--- config.mk ---
export PLATFORM = sky130hd
export DESIGN_NAME = mem_port_ctrl_flat
export DESIGN_NICKNAME = d
export VERILOG_FILES = /design/src/rtl/mem_port_ctrl_if.sv /design/src/rtl/mem_port_ctrl.sv /design/src/flat_wrapper.sv
export SDC_FILE = /design/constraint.sdc
export NUM_CORES = 1
export LEC_CHECK = 0
export ABC_AREA = 1
export CAP_MARGIN = 20
export CORE_ASPECT_RATIO = 1.1
export CORE_MARGIN = 4
export CORE_UTILIZATION = 31
export CTS_BUF_LIST = sky130_fd_sc_hd__clkbuf_8 sky130_fd_sc_hd__clkbuf_16
export DETAILED_ROUTE_END_ITERATION = 6
export GPL_TIMING_DRIVEN = 0
export PLACE_DENSITY = 0.66
export SYNTH_ARGS = -nofsm -noshare
export SYNTH_HDL_FRONTEND = slang
export SYNTH_SLANG_ARGS = --single-unit
--- constraint.sdc ---
create_clock -name clk -period 3.4 [get_ports clk]
set_input_delay 0.68 -clock clk [delete_from_list [all_inputs] [get_ports clk]]
set_output_delay 0.68 -clock clk [all_outputs]
set_load 0.005 [all_outputs]
--- src/rtl/mem_port_ctrl_if.sv ---
// mem_port_ctrl_if: core-side split-channel memory bus (command, read, write channels)
interface mem_port_ctrl_if #(
  parameter int p_ADDR_BITS = 32,
  parameter int p_DATA_BITS = 32,
  parameter int p_STRB_BITS = p_DATA_BITS/8
);
  logic [p_ADDR_BITS-1:0] mem_addr;
  logic                   mem_cmd;
  logic [1:0]             mem_size;
  logic                   mem_valid;
  logic                   mem_ready;
  logic                   mem_r_valid;
  logic                   mem_r_ready;
  logic [p_DATA_BITS-1:0] mem_r_data;
  logic                   mem_r_resp;
  logic                   mem_w_valid;
  logic                   mem_w_ready;
  logic [p_STRB_BITS-1:0] mem_w_strb;
  logic [p_DATA_BITS-1:0] mem_w_data;
  logic                   mem_w_resp;
  modport master (
    output mem_addr, mem_cmd, mem_size, mem_valid, mem_r_ready, mem_w_valid, mem_w_strb, mem_w_data,
    input  mem_ready, mem_r_valid, mem_r_data, mem_r_resp, mem_w_ready, mem_w_resp
  );
  modport slave (
    input  mem_addr, mem_cmd, mem_size, mem_valid, mem_r_ready, mem_w_valid, mem_w_strb, mem_w_data,
    output mem_ready, mem_r_valid, mem_r_data, mem_r_resp, mem_w_ready, mem_w_resp
  );
endinterface

--- src/rtl/mem_port_ctrl.sv ---
// mem_port_ctrl: split-channel memory bus to synchronous SRAM port with in-order read response FIFO
module mem_port_ctrl #(
  parameter int p_ADDR_BITS  = 32,
  parameter int p_DATA_BITS  = 32,
  parameter int p_STRB_BITS  = p_DATA_BITS/8,
  parameter int p_RD_LATENCY = 1,
  parameter int p_RESP_DEPTH = 4
) (
  input  logic                   clk,
  input  logic                   rst,
  mem_port_ctrl_if.slave         bus,
  output logic [p_ADDR_BITS-1:0] addr,
  output logic                   rden,
  input  logic [p_DATA_BITS-1:0] rddata,
  output logic                   wren,
  output logic [p_STRB_BITS-1:0] wrstrb,
  output logic [p_DATA_BITS-1:0] wrdata
);
  localparam int OB = $clog2(p_STRB_BITS);
  localparam int PB = $clog2(p_RESP_DEPTH);
  typedef enum logic {IDLE, WDATA} state_t;
  state_t                 state;
  logic [PB:0]            outstanding, fifo_cnt;
  logic [PB-1:0]          rd_ptr, wr_ptr;
  logic [p_DATA_BITS-1:0] fifo_data [p_RESP_DEPTH];
  logic                   fifo_err [p_RESP_DEPTH];
  logic [p_RD_LATENCY-1:0] dl_v, dl_e;
  logic [p_ADDR_BITS-1:0] lat_addr, cmd_addr;
  logic [p_STRB_BITS-1:0] lat_mask, cmd_mask;
  logic [3:0]             nb;
  logic                   lat_err, cmd_err, rd_acc, wr_acc, w_hs, w_err, push, pop;
  assign nb       = 4'd1 << bus.mem_size;
  assign cmd_err  = |(bus.mem_addr[OB-1:0] & OB'(nb - 4'd1)) || int'(nb) > p_STRB_BITS;
  assign cmd_addr = {bus.mem_addr[p_ADDR_BITS-1:OB], {OB{1'b0}}};
  always_comb begin
    cmd_mask = '0;
    for (int i = 0; i < p_STRB_BITS; i++)
      cmd_mask[i] = i >= int'(bus.mem_addr[OB-1:0]) && i < int'(bus.mem_addr[OB-1:0]) + int'(nb);
  end
  assign bus.mem_ready   = rst && state == IDLE && outstanding < (PB+1)'(p_RESP_DEPTH);
  assign rd_acc          = bus.mem_valid && bus.mem_ready && !bus.mem_cmd;
  assign wr_acc          = bus.mem_valid && bus.mem_ready && bus.mem_cmd;
  assign bus.mem_w_ready = wr_acc || state == WDATA;
  assign w_hs            = bus.mem_w_valid && bus.mem_w_ready;
  assign w_err           = state == WDATA ? lat_err : cmd_err;
  assign rden            = rd_acc && !cmd_err;
  assign wren            = w_hs && !w_err;
  assign addr            = !rst ? '0 : state == WDATA ? lat_addr : cmd_addr;
  assign wrstrb          = wren ? bus.mem_w_strb & (state == WDATA ? lat_mask : cmd_mask) : '0;
  assign wrdata          = wren ? bus.mem_w_data : '0;
  assign push            = dl_v[p_RD_LATENCY-1];
  assign bus.mem_r_valid = fifo_cnt != '0;
  assign pop             = bus.mem_r_valid && bus.mem_r_ready;
  assign bus.mem_r_data  = bus.mem_r_valid ? fifo_data[rd_ptr] : '0;
  assign bus.mem_r_resp  = bus.mem_r_valid && fifo_err[rd_ptr];
  always_ff @(posedge clk or negedge rst) begin
    if (!rst) begin
      state          <= IDLE;
      outstanding    <= '0;
      fifo_cnt       <= '0;
      rd_ptr         <= '0;
      wr_ptr         <= '0;
      dl_v           <= '0;
      dl_e           <= '0;
      lat_addr       <= '0;
      lat_mask       <= '0;
      lat_err        <= 1'b0;
      bus.mem_w_resp <= 1'b0;
    end else begin
      state <= state == IDLE ? (wr_acc && !bus.mem_w_valid ? WDATA : IDLE) : (bus.mem_w_valid ? IDLE : WDATA);
      if (wr_acc) begin
        lat_addr <= cmd_addr;
        lat_mask <= cmd_mask;
        lat_err  <= cmd_err;
      end
      bus.mem_w_resp <= w_hs && w_err;
      outstanding    <= outstanding + (PB+1)'(rd_acc) - (PB+1)'(pop);
      fifo_cnt       <= fifo_cnt + (PB+1)'(push) - (PB+1)'(pop);
      rd_ptr         <= rd_ptr + PB'(pop);
      wr_ptr         <= wr_ptr + PB'(push);
      dl_v[0]        <= rd_acc;
      dl_e[0]        <= cmd_err;
      for (int i = 1; i < p_RD_LATENCY; i++) begin
        dl_v[i] <= dl_v[i-1];
        dl_e[i] <= dl_e[i-1];
      end
    end
  end
  // error tokens carry zero data rather than whatever the array drove
  always_ff @(posedge clk) begin
    if (push) begin
      fifo_data[wr_ptr] <= dl_e[p_RD_LATENCY-1] ? '0 : rddata;
      fifo_err[wr_ptr]  <= dl_e[p_RD_LATENCY-1];
    end
  end
endmodule

--- src/flat_wrapper.sv ---
// flat-port wrapper written by rule: the top's interface ports become plain ports
module mem_port_ctrl_flat 
#(
  parameter int p_ADDR_BITS  = 32,
  parameter int p_DATA_BITS  = 32,
  parameter int p_STRB_BITS  = p_DATA_BITS/8,
  parameter int p_RD_LATENCY = 1,
  parameter int p_RESP_DEPTH = 4
)
  (clk, rst, addr, rden, rddata, wren, wrstrb, wrdata, bus_mem_addr, bus_mem_cmd, bus_mem_size, bus_mem_valid, bus_mem_r_ready, bus_mem_w_valid, bus_mem_w_strb, bus_mem_w_data, bus_mem_ready, bus_mem_r_valid, bus_mem_r_data, bus_mem_r_resp, bus_mem_w_ready, bus_mem_w_resp);
  mem_port_ctrl_if #(.p_ADDR_BITS(p_ADDR_BITS), .p_DATA_BITS(p_DATA_BITS), .p_STRB_BITS(p_STRB_BITS)) bus_i ();
  input  logic clk;
  input  logic rst;
  output logic [p_ADDR_BITS-1:0] addr;
  output logic rden;
  input  logic [p_DATA_BITS-1:0] rddata;
  output logic wren;
  output logic [p_STRB_BITS-1:0] wrstrb;
  output logic [p_DATA_BITS-1:0] wrdata;
  input wire logic [$bits(bus_i.mem_addr)-1:0] bus_mem_addr;
  input wire logic [$bits(bus_i.mem_cmd)-1:0] bus_mem_cmd;
  input wire logic [$bits(bus_i.mem_size)-1:0] bus_mem_size;
  input wire logic [$bits(bus_i.mem_valid)-1:0] bus_mem_valid;
  input wire logic [$bits(bus_i.mem_r_ready)-1:0] bus_mem_r_ready;
  input wire logic [$bits(bus_i.mem_w_valid)-1:0] bus_mem_w_valid;
  input wire logic [$bits(bus_i.mem_w_strb)-1:0] bus_mem_w_strb;
  input wire logic [$bits(bus_i.mem_w_data)-1:0] bus_mem_w_data;
  output wire logic [$bits(bus_i.mem_ready)-1:0] bus_mem_ready;
  output wire logic [$bits(bus_i.mem_r_valid)-1:0] bus_mem_r_valid;
  output wire logic [$bits(bus_i.mem_r_data)-1:0] bus_mem_r_data;
  output wire logic [$bits(bus_i.mem_r_resp)-1:0] bus_mem_r_resp;
  output wire logic [$bits(bus_i.mem_w_ready)-1:0] bus_mem_w_ready;
  output wire logic [$bits(bus_i.mem_w_resp)-1:0] bus_mem_w_resp;
  assign bus_i.mem_addr = bus_mem_addr;
  assign bus_i.mem_cmd = bus_mem_cmd;
  assign bus_i.mem_size = bus_mem_size;
  assign bus_i.mem_valid = bus_mem_valid;
  assign bus_i.mem_r_ready = bus_mem_r_ready;
  assign bus_i.mem_w_valid = bus_mem_w_valid;
  assign bus_i.mem_w_strb = bus_mem_w_strb;
  assign bus_i.mem_w_data = bus_mem_w_data;
  assign bus_mem_ready = bus_i.mem_ready;
  assign bus_mem_r_valid = bus_i.mem_r_valid;
  assign bus_mem_r_data = bus_i.mem_r_data;
  assign bus_mem_r_resp = bus_i.mem_r_resp;
  assign bus_mem_w_ready = bus_i.mem_w_ready;
  assign bus_mem_w_resp = bus_i.mem_w_resp;
  mem_port_ctrl #(.p_ADDR_BITS(p_ADDR_BITS), .p_DATA_BITS(p_DATA_BITS), .p_STRB_BITS(p_STRB_BITS), .p_RD_LATENCY(p_RD_LATENCY), .p_RESP_DEPTH(p_RESP_DEPTH)) u_core (.clk(clk), .rst(rst), .bus(bus_i), .addr(addr), .rden(rden), .rddata(rddata), .wren(wren), .wrstrb(wrstrb), .wrdata(wrdata));
endmodule
==> results of run 1 <==
## kinds of logic after synthesis
| logic type | synth area share |
|---|---|
| compound gates | 0.119 |
| flops | 0.625 |
| simple gates | 0.142 |
| fa+ha+maj | 0.0208 |
| xor+xnor | 0.00632 |
| other cells | 0.000451 |
| buf+inv | 0.0867 |
## state kept, by name, indices dropped and copies added, names as in the netlist
name                   flops
u_core.rd_ptr              2
u_core.dl_v                1
u_core.wr_ptr              2
u_core.lat_addr           30
u_core.lat_mask            4
u_core.dl_e                1
u_core.state               1
u_core.lat_err             1
u_core.outstanding         3
u_core.fifo_data         128
u_core.fifo_cnt            3
u_core.bus.mem_w_resp      1
u_core.fifo_err            4
## stage by stage
stage	TNS (ps)	worst slack [ps]	util	area (um^2)	hold WS [ps]
6_report	0	163	0.450	11800	67.3
5_1_grt	-10.4	-4.39	0.450	11800	54.6
4_1_cts	0	9.21	0.448	11800	53.9
3_5_place_dp	-8880	-493	0.421	11100	467
3_3_place_gp	-340490	-1990	0.414	10900	466
2_1_floorplan	0	188	-	8310	384
## synthesized netlist by cell type
library cell / count / area share
nor3_1: 6 / 0.0036
edfxtp_1: 132 / 0.48
nand2_4: 1 / 0.0014
a21boi_0: 1 / 0.00090
xnor2_1: 4 / 0.0042
nor2_2: 10 / 0.0075
o21ai_1: 9 / 0.0054
inv_2: 4 / 0.0018
nand2_1: 59 / 0.027
conb_1: 1 / 0.00045
o21ai_0: 119 / 0.072
buf_2: 12 / 0.0072
nand3_1: 6 / 0.0036
o211ai_1: 1 / 0.00090
nand4_4: 1 / 0.0026
xor2_1: 2 / 0.0021
fa_1: 3 / 0.0072
buf_4: 2 / 0.0018
o21a_1: 1 / 0.00090
inv_1: 119 / 0.054
clkbuf_1: 22 / 0.0099
nand3_4: 1 / 0.0021
buf_6: 7 / 0.0095
nor3_2: 1 / 0.0012
dfrtp_1: 49 / 0.15
buf_1: 6 / 0.0027
nor2_4: 1 / 0.0014
nor2_1: 199 / 0.090
a21oi_1: 65 / 0.039
ha_1: 9 / 0.014
nand4_1: 3 / 0.0023
## how the worst min path moves through the flow
stage                                        to                start  slack (ps)  cells after the start
after floorplan           u_core.bus.mem_w_resp                  rst         380                      0
after global placement       u_core.lat_mask[3]   u_core.lat_mask[3]         470                      2
after detailed placement    u_core.lat_addr[30]  u_core.lat_addr[30]         470                      2
after CTS                    u_core.lat_addr[3]                  rst          50                      1
after global routing         u_core.lat_addr[5]                  rst          50                      1
final                        u_core.lat_addr[5]                  rst          70                      1
## critical path: stages
cell and delay [ps]:
dlygate4sd2_1 280, nor2_2 120, ha_2 190, inv_1 50, fa_1 530, inv_1 50, nand2_1 50, nand3_1 110
a21oi_1 150, nor2_1 80, dlygate4sd2_1 280
## final cells by class
type / instances / area share
clock inverters: 15 / 0.0179
multi-input cells: 504 / 0.208
repair buffers: 231 / 0.201
clock buffers: 17 / 0.0360
well taps: 352 / 0.0372
plain buffers: 49 / 0.0222
inverters: 123 / 0.0390
flip-flops and latches: 181 / 0.439
## layer usage
metal  routed length (um)  global-route usage  up-vias
met4                  362              0.0446        2
met2                11500               0.265      266
met1                 9010               0.185     3191
li1                     -                   -     3301
met3                 1810              0.0474       27
met5                   13                   0        -
## power by group through the flow
stage | Sequential [mW] | Combinational [mW] | Clock (mW)
after CTS | 2.84 | 2.94 | 2.11
after global placement | 2.88 | 2.84 | 0
final | 2.84 | 2.91 | 2.07
after floorplan | 2.85 | 1.48 | 0
after global routing | 2.88 | 3.26 | 2.20
after detailed placement | 2.88 | 2.92 | 0
## timing repair
item,in CTS,in global routing
gates cloned,1,0
setup endpoints to repair,37,45
gates resized for setup,20,11
pin swaps,2,2
setup buffers,0,4
==> impl_metrics.env, run 1 <==
export IMPL_routabilityCongestion=0.803
export IMPL_viasPerCell=4.61
export IMPL_ys_ff_latch=181
export IMPL_intPower_mw=5.09
export IMPL_dr_pass1_iters=5
export IMPL_r2r_start="u_core.fifo_cnt[1]"
export IMPL_status="complete, no violations"
export IMPL_p_clk_frac=0.265
export IMPL_r2r_end="u_core.fifo_cnt[2]"
export IMPL_power_leakage_nw=4.79
export IMPL_grt_usage=0.154
export IMPL_vias=6787
export IMPL_cts_tree="done"
export IMPL_cts_buffers=17
export IMPL_wl_per_cell_um=15.4
export IMPL_comb_power_share=0.372
export IMPL_cts_sinks=181
export IMPL_setup_worst_path_end_class="output pin"
export IMPL_ys_types=31
export IMPL_clkTransAtPathRegs_ps=90
export IMPL_die_h_um=180
export IMPL_die_area_um2=29500
export IMPL_syn_avg_cell_area_um2=9.71
export IMPL_first_iter_violations=377
export IMPL_antenna_left=0
export IMPL_yosysSeqAreaShare=0.625
export IMPL_post_route_period_util=0.952
export IMPL_core_rowCount=62
export IMPL_fillers=2474
export IMPL_switching_share=0.350
export IMPL_power_density_nw_per_um2=662
export IMPL_syn_cell_area_um2=8310
export IMPL_layout_area_seq_um2=5190
export IMPL_clockRootBuffer="clkbuf_16"
export IMPL_slew_headroom=0.458
export IMPL_final_nets=1227
export IMPL_post_dp_hpwl_um=16200
export IMPL_endpoint="wrstrb[2]"
export IMPL_core_um2=26300
export IMPL_startpoint="bus_mem_size[0]"
export IMPL_area_growth_pct=42.3
export IMPL_cts_htree_levels=4
export IMPL_fmax_ghz=0.309
export IMPL_crit_fanout=4
export IMPL_vdd_ir_drop_max_mv=0.325
export IMPL_hold_violations=0
export IMPL_grt_first_pass_wirelength_um=36000
export IMPL_final_cell_mix="clkdlybuf4s50_1, nor2_1, edfxtp_1, inv_1, o21ai_0"
export IMPL_clk_path_buf_depth=2
export IMPL_p_total_mw=7.83
export IMPL_grt_max_degree=23
export IMPL_multi_input_area_um2=2460
export IMPL_cp_data_arrival_time_ps=2560
export IMPL_yosys_warnings=0
export IMPL_hold_path_class="in -> async"
export IMPL_initial_core_util=0.316
export IMPL_seqPwrFrac=0.363
export IMPL_crit_required_ps=2720
export IMPL_port_buffers=212
export IMPL_drive_gt1_frac=0.0964
export IMPL_dp_cells=1435
export IMPL_maxCapViolCount=0
export IMPL_reg2reg_slack_ps=700
export IMPL_routed_wl_um=22700
export IMPL_mostFrequentLayoutCell="clkdlybuf4s50_1"
export IMPL_cp_start_kind="primary input"
export IMPL_r2r_cells=9
export IMPL_cts_hold_buf=0
export IMPL_drc=0
export IMPL_worst_pin_slew_ps=809
export IMPL_final_setup_viol_count=0
export IMPL_antenna_found_initial=1
export IMPL_grt_ovfl_total=0
export IMPL_die_width_um=164
export IMPL_ios=215
export IMPL_clk_latency_ps=430
export IMPL_criticalPathCategory="in -> out"
export IMPL_grt_pass1_vias=7020
export IMPL_finalCriticalPeriod_ps=3240
export IMPL_netlist_instances=856
export IMPL_switching_power_mw=2.74
export IMPL_drv_slew=0
export IMPL_n_antenna_cell=0
export IMPL_fin_skew_ps=14.1
export IMPL_final_cells=1472
Power figures use the tool's default switching activity.
==> inputs of run 2 (changes only) <==
Settings changed: CTS_BUF_LIST sky130_fd_sc_hd__clkbuf_8 sky130_fd_sc_hd__clkbuf_16 to sky130_fd_sc_hd__clkbuf_4 sky130_fd_sc_hd__clkbuf_8.
==> run 2 against run 1 <==
Final area is 1.4% lower; clock skew hardly changed; critical path depth stayed put; via count is 0.15% higher; critical endpoint unchanged; largest cell class unchanged; highest routed layer unchanged.
==> impl_metrics.env, run 2 (synthesized netlist as in run 1, its figures left out) <==
export IMPL_grt_first_pass_wirelength_um=35900
export IMPL_cts_buffers=17
export IMPL_r2r_end="u_core.fifo_cnt[2]"
export IMPL_final_setup_viol_count=0
export IMPL_cp_num_buf_inv=4
export IMPL_power_density_nw_per_um2=629
export IMPL_cp_start_kind="primary input"
export IMPL_switching_power_mw=2.67
export IMPL_routed_wl_um=22600
export IMPL_final_nets=1229
export IMPL_reg2reg_slack_ps=700
export IMPL_die_h_um=180
export IMPL_grt_max_degree=23
export IMPL_wl_per_cell_um=15.4
export IMPL_drv_slew=0
export IMPL_startpoint="bus_mem_size[0]"
export IMPL_clockRootBuffer="clkbuf_8"
export IMPL_port_buffers=212
export IMPL_max_stage_delay_ps=530
export IMPL_initial_core_util=0.316
export IMPL_fmax_ghz=0.310
export IMPL_grt_ovfl_total=0
export IMPL_cts_htree_levels=4
export IMPL_comb_power_share=0.398
export IMPL_dp_slack_ps=-493
export IMPL_cp_slowest_cell="fa_1"
export IMPL_post_route_period_util=0.949
export IMPL_finalCriticalPeriod_ps=3230
export IMPL_worst_path_stages=11
export IMPL_grt_usage=0.154
export IMPL_viasPerCell=4.61
export IMPL_status="complete, no violations"
export IMPL_crit_path_cell_trace="dlygate4sd2_1 > nor2_2 > ha_2 > inv_1 > fa_1 > inv_1 > nand2_1 > nand3_1 > a21oi_1 > nor2_1 > dlygate4sd2_1"
export IMPL_first_iter_violations=402
export IMPL_drive_gt1_frac=0.0971
export IMPL_criticalPathCategory="in -> out"
export IMPL_dp_cells=1435
export IMPL_area_growth_pct=40.3
export IMPL_largest_reg_flops=128
export IMPL_antenna_left=0
export IMPL_ios=215
export IMPL_switching_share=0.364
export IMPL_clkTransAtPathRegs_ps=110
export IMPL_grt_pass1_vias=6960
export IMPL_core_rowCount=62
export IMPL_fin_skew_ps=14.6
export IMPL_hold_violations=0
export IMPL_clk_latency_ps=470
export IMPL_largestRegisters="u_core.fifo_data: 128 flops, u_core.lat_addr: 30 flops"
export IMPL_power_leakage_nw=4.72
export IMPL_cts_tree="done"
export IMPL_final_cells=1474
export IMPL_r2r_cells=9
export IMPL_fillers=2499
export IMPL_worst_pin_slew_ps=800
export IMPL_mostFrequentLayoutCell="clkdlybuf4s50_1"
export IMPL_routabilityCongestion=0.803
export IMPL_die_area_um2=29500
export IMPL_cts_sinks=181
export IMPL_cp_data_arrival_time_ps=2550
export IMPL_post_dp_hpwl_um=16200
export IMPL_n_antenna_cell=0
export IMPL_die_width_um=164
export IMPL_crit_required_ps=2720
export IMPL_dr_pass1_iters=5
export IMPL_core_um2=26300
export IMPL_r2r_start="u_core.fifo_cnt[1]"
export IMPL_fin_ws_ps=172
export IMPL_vdd_ir_drop_max_mv=0.259
export IMPL_crit_fanout=4
export IMPL_drc=0
export IMPL_top_register="u_core.fifo_data"
export IMPL_setup_worst_path_end_class="output pin"
export IMPL_hold_path_class="in -> async"
export IMPL_vias=6797
export IMPL_seqPwrFrac=0.387
export IMPL_clk_path_buf_depth=2
export IMPL_crit_family="adder cells"
export IMPL_intPower_mw=4.66
export IMPL_p_clk_frac=0.215
export IMPL_final_cell_mix="clkdlybuf4s50_1, nor2_1, edfxtp_1, inv_1, o21ai_0"
export IMPL_antenna_found_initial=1
export IMPL_maxCapViolCount=0
export IMPL_endpoint="wrstrb[2]"
export IMPL_slew_headroom=0.464
==> run 2: worst register-to-register path: cells and delay by family, from the launching register on <==
family / cells / cell delay [ps]
adders and majority gates: 3 / 830
and+or+nand+nor: 2 / 620
buffers and inverters: 3 / 560
DFF: 1 / 460
xor gates and xnor gates: 1 / 140
==> run 2: worst min-delay path by stage <==
| stage | startpoint | endpoint | cells after the start |
|---|---|---|---|
| 2_1_floorplan | rst | u_core.bus.mem_w_resp | 0 |
| 4_1_cts | rst | u_core.lat_addr[21] | 2 |
| 5_1_grt | rst | u_core.lat_addr[22] | 2 |
| 6_report | rst | u_core.lat_addr[22] | 2 |
| 3_3_place_gp | u_core.lat_mask[3] | u_core.lat_mask[3] | 2 |
| 3_5_place_dp | u_core.lat_addr[30] | u_core.lat_addr[30] | 2 |
==> run 2: final cells by class <==
type | instances | area, um^2 | area share
sequential | 181 | 5190 | 0.445
tap | 352 | 440 | 0.0378
clock buffer | 17 | 234 | 0.0201
timing repair buffer | 233 | 2400 | 0.205
buffer | 49 | 269 | 0.0231
multi-input combinational | 504 | 2460 | 0.211
clock inverter | 15 | 211 | 0.0181
inverter | 123 | 462 | 0.0396
==> run 2: routing by layer <==
metal  GRT usage  routed length [um]
met5           0                  13
met4      0.0396                 371
met3      0.0497                1840
met2       0.264               11400
met1       0.186                9020
==> run 2: power by group through the flow <==
| stage | logic [mW] | registers (mW) | clock network (mW) |
|---|---|---|---|
| global placement | 2.84 | 2.88 | 0 |
| global route | 3.27 | 2.88 | 1.70 |
| CTS | 2.95 | 2.83 | 1.61 |
| detailed placement | 2.92 | 2.88 | 0 |
| finish | 2.92 | 2.84 | 1.58 |
| floorplan | 1.48 | 2.85 | 0 |
==> run 2: per-stage QoR <==
stage               utilization  hold slack [ps]  cell area, um^2  TNS [ps]  total power, mW
floorplan                     -              384             8310         0             4.33
global placement          0.414              466            10900   -340490             5.72
detailed placement        0.421              467            11100     -8880             5.80
CTS                       0.441              123            11600         0             7.39
global route              0.443              122            11700     -10.4             7.85
finish                    0.443              168            11700         0             7.34
==> run 2: repair_timing <==
| item | CTS | global route |
|---|---|---|
| cloned | 1 | 0 |
| hold buffers | 2 | 0 |
| resized for setup | 20 | 15 |
| pin swaps | 2 | 2 |
| endpoints found under the hold margin | 4 | 0 |
| setup buffers | 0 | 4 |
| endpoints found under the setup margin | 37 | 60 |
==> inputs of run 3 (changes only) <==
Settings changed: PLACE_DENSITY 0.66 to 0.64.
Clock period 3.4 ns to 3.7 ns, I/O delays scaled along.
==> run 3 against run 2 <==
Register-to-register slack improved by 40 ps; flip-flop and latch count did not move; routed wire length rose by 0.21%; final area fell by 1.2%; power fell by 8.7%; highest routed layer unchanged.
==> impl_metrics.env, run 3 (synthesized netlist as in run 1, its figures left out) <==
export IMPL_status="complete, no violations"
export IMPL_grt_usage=0.156
export IMPL_area_growth_pct=38.7
export IMPL_holdWs_ps=120
export IMPL_final_cell_mix="clkdlybuf4s50_1, nor2_1, edfxtp_1, inv_1, o21ai_0"
export IMPL_n_antenna_cell=0
export IMPL_vdd_ir_drop_max_mv=0.263
export IMPL_crit_path_cell_trace="buf_4 > buf_12 > inv_2 > nor2_4 > nand4_4 > nand2_4 > nand3_4 > buf_6 > nor2_1 > clkdlybuf4s50_1"
export IMPL_r2r_start="u_core.fifo_cnt[1]"
export IMPL_antenna_left=0
export IMPL_core_rowCount=62
export IMPL_endpoint="wrdata[20]"
export IMPL_antenna_found_initial=1
export IMPL_hold_violations=0
export IMPL_fmax_ghz=0.285
export IMPL_rsz0062_at_grt="no"
export IMPL_drc=0
export IMPL_core_um2=26300
export IMPL_cp_start_kind="primary input"
export IMPL_tns_ps=0
export IMPL_vias=6617
export IMPL_clkTransAtPathRegs_ps=130
export IMPL_cts_sinks=181
export IMPL_crit_fanout=33
export IMPL_drv_slew=0
export IMPL_post_route_period_util=0.948
export IMPL_cts_setup_buffers=0
export IMPL_die_width_um=164
export IMPL_clk_latency_ps=480
export IMPL_final_nets=1221
export IMPL_grt_pass1_vias=7021
export IMPL_switching_power_mw=2.44
export IMPL_cts_buffers=17
export IMPL_largestRegisters="u_core.fifo_data: 128 flops, u_core.lat_addr: 30 flops"
export IMPL_port_buffers=212
export IMPL_r2r_cells=9
export IMPL_finalCriticalPeriod_ps=3510
export IMPL_cp_data_arrival_time_ps=2770
export IMPL_r2r_end="u_core.fifo_cnt[2]"
export IMPL_clk_path_buf_depth=2
export IMPL_fin_util=0.438
export IMPL_post_dp_hpwl_um=16800
export IMPL_dr_pass1_iters=5
export IMPL_hold_path_class="in -> async"
export IMPL_power_density_nw_per_um2=581
export IMPL_die_area_um2=29500
export IMPL_grt_max_degree=34
export IMPL_initial_core_util=0.316
export IMPL_seqPwrFrac=0.389
export IMPL_cts_tree="done"
export IMPL_crit_required_ps=2960
export IMPL_switching_share=0.364
export IMPL_die_h_um=180
export IMPL_fin_skew_ps=19.9
export IMPL_largest_reg_flops=128
export IMPL_p_total_mw=6.70
export IMPL_wl_per_cell_um=15.5
export IMPL_first_iter_violations=336
export IMPL_cts_hold_buf=0
export IMPL_top_register="u_core.fifo_data"
export IMPL_cp_num_buf_inv=5
export IMPL_mostFrequentLayoutCell="clkdlybuf4s50_1"
export IMPL_reg2reg_slack_ps=740
export IMPL_cp_slowest_cell="clkdlybuf4s50_1"
export IMPL_routed_wl_um=22700
export IMPL_routabilityCongestion=0.780
export IMPL_p_clk_frac=0.216
export IMPL_comb_power_share=0.396
export IMPL_cts_htree_levels=4
export IMPL_crit_family="buffers and inverters"
export IMPL_ios=215
export IMPL_worst_pin_slew_ps=1110
export IMPL_setup_worst_path_end_class="output pin"
export IMPL_max_stage_delay_ps=530
export IMPL_grt_ovfl_total=0
export IMPL_clockRootBuffer="clkbuf_8"
export IMPL_worst_path_stages=10
export IMPL_slew_headroom=0.256
export IMPL_final_setup_viol_count=0
export IMPL_criticalPathCategory="in -> out"
export IMPL_drive_gt1_frac=0.0880
export IMPL_grt_first_pass_wirelength_um=36400
export IMPL_power_leakage_nw=4.57
export IMPL_maxCapViolCount=0
export IMPL_startpoint="rst"
export IMPL_intPower_mw=4.26
export IMPL_viasPerCell=4.51
-- run 3: cell count changes in the layout (fill, tap and decap cells not counted), sizes merged, moves of 2 or more --
cell           before  now
dlygate4sd2         5    2
buf                44   41
dlygate4sd3         2    0
dlymetal6s2s        4    0
clkdlybuf4s50     201  207
-- run 3: per-layer routing --
layer / wire (um) / global-route usage / vias to the layer above
met4: 436 / 0.0483 / 2
met2: 11000 / 0.260 / 269
li1: - / - / 3278
met1: 9070 / 0.189 / 3038
met3: 2180 / 0.0568 / 30
met5: 11 / 0 / -
-- run 3: how the worst min path moves through the flow --
stage | start | to | slack (ps) | cells after the start
5_1_grt | rst | u_core.lat_addr[3] | 110 | 1
6_report | rst | u_core.lat_addr[4] | 120 | 1
2_1_floorplan | rst | u_core.bus.mem_w_resp | 440 | 0
4_1_cts | rst | u_core.lat_addr[3] | 110 | 1
3_3_place_gp | u_core.lat_addr[30] | u_core.lat_addr[30] | 470 | 2
3_5_place_dp | u_core.lat_addr[30] | u_core.lat_addr[30] | 470 | 2
-- run 3: what timing repair did --
item                       CTS  global route
pin swaps                    1             0
setup endpoints to repair   32             4
gates resized for setup      6             9
-- run 3: worst reg2reg max path: cells and delay by family (launching register included) --
family / cells / cell delay (ps)
simple gates: 2 / 750
fa+ha+maj: 3 / 820
buf+inv: 3 / 680
xor+xnor: 1 / 140
flops: 1 / 440
-- run 3: metrics by stage --
| stage | setup WS [ps] | cell area, um^2 | std cells |
|---|---|---|---|
| final | 193 | 11500 | 1466 |
| after global routing | 10.3 | 11500 | 1466 |
| after CTS | 59.2 | 11500 | 1466 |
| after detailed placement | -234 | 11100 | 1434 |
| after global placement | -1850 | 10900 | 1421 |
| after floorplan | 488 | 8310 | 857 |
-- run 3: final cells by class --
type / count / area, um^2
fill: 2508 / 14800
sequential: 181 / 5190
multi-input combinational: 504 / 2440
timing repair buffer: 225 / 2280
inverter: 123 / 462
tap: 352 / 440
buffer: 49 / 259
clock buffer: 17 / 234
clock inverter: 15 / 214
-- run 3: power by group through the flow --
stage | sequential (mW) | clock (mW) | combinational, mW
after floorplan | 2.62 | 0 | 1.36
after global placement | 2.65 | 0 | 2.62
after detailed placement | 2.65 | 0 | 2.70
after CTS | 2.61 | 1.48 | 2.71
after global routing | 2.64 | 1.57 | 2.99
final | 2.60 | 1.44 | 2.65
